`config.mk`:
```
export PLATFORM = sky130hd
export DESIGN_NAME = radix2_divider
export DESIGN_NICKNAME = d
export VERILOG_FILES = /design/src/rtl/radix2_divider_pkg.sv /design/src/rtl/radix2_divider.sv
export SDC_FILE = /design/constraint.sdc
export NUM_CORES = 1
export LEC_CHECK = 0
export BUFFER_PORTS_ARGS = -buffer_cell sky130_fd_sc_hd__buf_2
export CAP_MARGIN = 20
export CORE_UTILIZATION = 35
export DETAILED_ROUTE_END_ITERATION = 7
export HOLD_SLACK_MARGIN = 0.12
export PLACE_DENSITY = 0.61
export REMOVE_ABC_BUFFERS = 1
export SKIP_LAST_GASP = 1
export SYNTH_ARGS = -nofsm -noshare
export SYNTH_HDL_FRONTEND = slang
export SYNTH_SLANG_ARGS = --single-unit
```
`constraint.sdc`:
```
create_clock -name clk -period 6 [get_ports clk]
set_input_delay 1.2 -clock clk [delete_from_list [all_inputs] [get_ports clk]]
set_output_delay 1.2 -clock clk [all_outputs]
set_load 0.03 [all_outputs]
```
`src/rtl/radix2_divider_pkg.sv`:
```
// Shared constants for the radix-2 divider: operand width, div_op bit indices and the
// packed {HI, LO} result width.
package radix2_divider_pkg;

  localparam int unsigned DATA_WD         = 32;
  localparam int unsigned DIV_RES_WD      = 2 * DATA_WD;
  localparam int unsigned CNT_WD          = $clog2(DATA_WD);

  localparam int unsigned DIV_OP_SIGNED   = 0;
  localparam int unsigned DIV_OP_UNSIGNED = 1;

endpackage

```
`src/rtl/radix2_divider.sv`:
```
// Multi-cycle restoring radix-2 divider for DIV/DIVU; one result per request, held until taken.
// Result is packed {remainder, quotient} to map onto {HI, LO}.
module radix2_divider
  import radix2_divider_pkg::*;
(
  input  logic                  clk,
  input  logic                  reset,
  input  logic [1:0]            div_op,
  input  logic [DATA_WD-1:0]    dividend,
  input  logic [DATA_WD-1:0]    divisor,
  input  logic                  div_in_valid,
  output logic                  div_in_ready,
  output logic [DIV_RES_WD-1:0] div_result,
  output logic                  div_out_valid,
  input  logic                  div_out_ready
);

  typedef enum logic [1:0] {
    StIdle = 2'd0,
    StBusy = 2'd1,
    StDone = 2'd2
  } state_e;

  state_e                r_state;
  logic                  r_in_ready;
  logic                  r_out_valid;
  logic [DIV_RES_WD-1:0] r_result;
  logic [DATA_WD-1:0]    r_rem;
  logic [DATA_WD-1:0]    r_dvd;
  logic [DATA_WD-1:0]    r_dsr;
  logic [CNT_WD-1:0]     r_cnt;
  logic                  r_q_neg;
  logic                  r_r_neg;

  logic                  w_accept;
  logic                  w_signed;
  logic                  w_dividend_neg;
  logic                  w_divisor_neg;
  logic [DATA_WD-1:0]    w_dividend_abs;
  logic [DATA_WD-1:0]    w_divisor_abs;
  logic [DATA_WD:0]      w_shift;
  logic                  w_borrow;
  logic [DATA_WD-1:0]    w_diff;
  logic                  w_trial_ok;
  logic [DATA_WD-1:0]    w_rem_next;
  logic [DATA_WD-1:0]    w_quo_next;
  logic [DATA_WD-1:0]    w_rem_fix;
  logic [DATA_WD-1:0]    w_quo_fix;
  logic                  w_last;

  assign w_accept = (r_state == StIdle) && r_in_ready && div_in_valid && (div_op != 2'b00);

  // Signed wins when both op bits are set; abs is a plain 32-bit negate so 0x8000_0000 survives.
  assign w_signed       = div_op[DIV_OP_SIGNED];
  assign w_dividend_neg = w_signed && dividend[DATA_WD-1];
  assign w_divisor_neg  = w_signed && divisor[DATA_WD-1];
  assign w_dividend_abs = w_dividend_neg ? -dividend : dividend;
  assign w_divisor_abs  = w_divisor_neg ? -divisor : divisor;

  // Shifted partial remainder is DATA_WD+1 bits; a set top bit always exceeds the divisor.
  assign w_shift              = {r_rem, r_dvd[DATA_WD-1]};
  assign {w_borrow, w_diff}   = {1'b0, w_shift[DATA_WD-1:0]} - {1'b0, r_dsr};
  assign w_trial_ok           = w_shift[DATA_WD] || !w_borrow;
  assign w_rem_next           = w_trial_ok ? w_diff : w_shift[DATA_WD-1:0];
  assign w_quo_next           = {r_dvd[DATA_WD-2:0], w_trial_ok};

  assign w_rem_fix = r_r_neg ? -w_rem_next : w_rem_next;
  assign w_quo_fix = r_q_neg ? -w_quo_next : w_quo_next;
  assign w_last    = (r_cnt == CNT_WD'(DATA_WD - 1));

  always_ff @(posedge clk) begin
    if (reset) begin
      r_state     <= StIdle;
      r_in_ready  <= 1'b0;
      r_out_valid <= 1'b0;
      r_result    <= '0;
      r_rem       <= '0;
      r_dvd       <= '0;
      r_dsr       <= '0;
      r_cnt       <= '0;
      r_q_neg     <= 1'b0;
      r_r_neg     <= 1'b0;
    end else begin
      case (r_state)
        StIdle: begin
          r_in_ready <= 1'b1;
          if (w_accept) begin
            r_state    <= StBusy;
            r_in_ready <= 1'b0;
            r_dvd      <= w_dividend_abs;
            r_dsr      <= w_divisor_abs;
            r_rem      <= '0;
            r_cnt      <= '0;
            r_q_neg    <= w_dividend_neg ^ w_divisor_neg;
            r_r_neg    <= w_dividend_neg;
          end
        end
        StBusy: begin
          r_rem <= w_rem_next;
          r_dvd <= w_quo_next;
          r_cnt <= r_cnt + CNT_WD'(1);
          if (w_last) begin
            r_state     <= StDone;
            r_out_valid <= 1'b1;
            r_result    <= {w_rem_fix, w_quo_fix};
          end
        end
        StDone: begin
          // ready stays low here so the next accept lands one cycle after returning to idle
          if (div_out_ready) begin
            r_state     <= StIdle;
            r_out_valid <= 1'b0;
          end
        end
        default: begin
          r_state     <= StIdle;
          r_in_ready  <= 1'b0;
          r_out_valid <= 1'b0;
        end
      endcase
    end
  end

  assign div_in_ready  = r_in_ready;
  assign div_out_valid = r_out_valid;
  assign div_result    = r_result;

endmodule

```
==> flow_summary_export.csv <==
group,metric,value,unit
cts,clock_latency,0.45,ns
routing,first_iter_violations,914,
cts,clock-sinks,171,
power,switchingPower,2830,uW
yosys,syn_area_per_cell,7.19,sq um
worst_setup_path,critPathMaxStageDelay,0.55,ns
layout,drive_gt1_frac,0.118,
power,clkPwrFrac,0.189,
layout,n_fill_cell,3574,
power,internal_power,2910,uW
yosys,syn_area,12000,sq um
yosys,ys_ff_latch,171,
cts,hold_buffers,0,
timing,fin_crit,5.08,ns
layout,n_antenna_cell,0,
place,place_area,12900,sq um
global_route,grt_pass1_vias,11400,
cts,cts_buffers,17,
worst_setup_path,path_class,"reg -> reg",
routing,drt-total-wl,37.0,mm
cts,post_cts_resized,0,
layout,areaGrowthSynthToFinish,12.6,%
worst_setup_path,reg2regPathDepth,16,
floorplanning,start_util,0.356,
min_path,hold_class,"reg -> reg",
power,p_leak,0.00528,uW
worst_setup_path,crit_path_start_kind,"flop",
yosys,yosysWarningCount,0,
timing,finalMaxSlewViolations,0,
routing,drc_errors,0,
floorplanning,dieWidth,187,um
floorplanning,ios,136,
floorplanning,chipHeight,187,um
worst_setup_path,r2r_start,"r_rem[16]",
outcome,status,"completed",
timing,clock_skew,0.0199,ns
global_route,antenna_found_initial,0,
timing,period_share,0.846,
timing,rsz0062_at_grt,"no",
place,gp_congestion,0.924,
cts,cts_setup_buffers,0,
routing,antenna_left,0,
worst_setup_path,worstPathArrival,5.37,ns
routing,vias,12200,
min_path,hp-start,"div_result[55]",
floorplanning,core,33600,sq um
cts,ctsHtreeMaxLevel,4,
place,dp_hpwl,27.8,mm
timing,setup_viol,0,
timing,report.final.hold_viol_count,0,
floorplanning,row_count,67,
cts,path_clk_slew,0.07,ns
worst_setup_path,crit_top_cell,"ha_1",
power,p_comb_frac,0.581,
power,p_seq_frac,0.230,
routing,wire_per_inst,16.9,um
power,p_per_area,426,nW/um^2
power,peakVddDrop,0.216,mV
cts,cts_tree,"built",
power,switching_share,0.493,
routing,vias_per_cell,5.59,
power,power,5740,uW
yosys,ys.flop_type,"dfxtp_1",
layout,final_cell_mix,"nor2_1 (286), a21oi_1 (191), dfxtp_1 (171), nand2_1 (156), buf_2 (134)",
worst_setup_path,reg2reg_to,"div_result[58]",
timing,tightest_slew,0.955,ns
global_route,grt_max_degree,101,
yosys,synth_async_sr_flop_share,0,
yosys,postSynthCellCount,1664,
timing,relSlewSlack,0.363,
worst_setup_path,r2r_slack,0.92,ns
cts,cts_root_buf,"clkbuf_16",
cts,cts_buffer_depth,2,
timing,finalSetupTns,0,ns
job,max_cap_viol_count,0,
timing,hold_ws,0.448,ns
routing,dr.pass1.iters,7,
yosys,synth_edf_count,0,
yosys,synthDistinctLibCells,77,
layout,num-nets-final,1841,
global_route,grt_pass1_wl,59.5,mm
layout,final_area,13500,sq um
global_route,grt-ovfl-total,0,
place,port_buffers,135,
min_path,hold_depth,2,
timing,max_freq,197,MHz
worst_setup_path,required,6.29,ns
min_path,min_to,"div_result[55]",
yosys,yosysSeqAreaShare,0.286,
worst_setup_path,path_cells,"ha_1 > a21oi_1 > o21ai_1 > a21o_1 > a2111oi_4 > nand2_4 > o21ai_0 > ha_1 > nand3b_1 > nor2b_1 > nand4b_1 > a21boi_0 > nor4_1 > nand3_1 > mux2i_1 > a31oi_1",
layout,final_common_cell,"nor2_1",
floorplanning,die-area,34900,sq um
worst_setup_path,critPathCaptureType,"flop",
worst_setup_path,crit_fanout,55,
global_route,track_usage,0.210,
worst_setup_path,slowest_stage,"nor4_1",
## power by group through the flow
stage / registers (uW) / logic (uW) / clock network (uW)
2_1_floorplan: 1330 / 2380 / 0
3_3_place_gp: 1340 / 3240 / 0
3_5_place_dp: 1350 / 3260 / 0
4_1_cts: 1320 / 3280 / 1110
5_1_grt: 1330 / 3690 / 1160
6_report: 1320 / 3330 / 1090
## synth_stat cells, drive strengths merged, types with 14 or more instances
library cell | count | area (sq um)
dfxtp | 171 | 3420
ha | 41 | 513
inv | 48 | 180
xor2 | 63 | 552
o31ai | 18 | 140
xnor2 | 48 | 420
nand3 | 31 | 160
o21ai | 88 | 444
or3 | 33 | 206
nand2b | 16 | 100
nor4 | 20 | 125
a211oi | 71 | 546
a22oi | 28 | 210
a21o | 15 | 113
a21oi | 193 | 973
nand2 | 158 | 603
mux2i | 14 | 140
nor3 | 38 | 211
buf | 25 | 110
a31oi | 16 | 100
nor2 | 287 | 1080
clkbuf | 77 | 290
## flip-flops by register name (all words and copies together) (netlist names)
register,flops
r_q_neg,1
div_in_ready,1
div_out_valid,1
r_state,2
r_dvd,32
r_dsr,32
r_r_neg,1
r_cnt,5
div_result,64
r_rem,32
## critical path, delay by kind of cell, from the launching register on
family	cells	cell delay, ns
fa+ha+maj	2	0.68
compound gates	7	1.85
simple gates	6	1.77
mux	1	0.18
flops	1	0.44
## metrics by stage
| stage | std cells | utilization | worst slack [ns] |
|---|---|---|---|
| 3_5_place_dp | 2158 | 0.384 | 1.00 |
| 5_1_grt | 2189 | 0.401 | 0.402 |
| 2_1_floorplan | 1562 | - | 1.55 |
| 6_report | 2189 | 0.401 | 0.923 |
| 4_1_cts | 2189 | 0.401 | 0.986 |
| 3_3_place_gp | 2158 | 0.384 | 1.17 |
## kinds of logic (layout without fill, tap and decap cells)
family	count (synthesis)	count (layout)	synth area share
mux	14	14	0.0117
simple gates	659	659	0.252
buf+inv	151	228	0.0488
xor+xnor	111	111	0.0812
fa+ha+maj	42	42	0.0445
flops	171	171	0.286
compound gates	516	516	0.276
## area by class of cell
type,count,area (sq um),share of cell area
sequential,171,3420,0.254
clock buffer,18,439,0.0326
inverter,49,184,0.0137
clock inverter,13,116,0.00864
multi-input combinational,1342,7970,0.592
tap,448,561,0.0416
timing repair buffer,148,779,0.0579
## how the worst max path moves through the flow
stage,startpoint,to,slack [ns],cells past startpoint
4_1_cts,r_rem[16],div_result[54],0.99,16
3_3_place_gp,r_dvd[31],div_result[58],1.17,19
2_1_floorplan,r_rem[16],div_result[26],1.55,14
3_5_place_dp,r_rem[16],div_result[58],1.00,16
6_report,r_rem[16],div_result[58],0.92,16
5_1_grt,r_rem[16],div_result[58],0.40,16
## metal layers
layer	GRT usage	wire [um]
met5	0	0
met4	0.0917	1260
met3	0.0409	1920
met2	0.338	16700
met1	0.272	17200
Power figures use the tool's default switching activity.
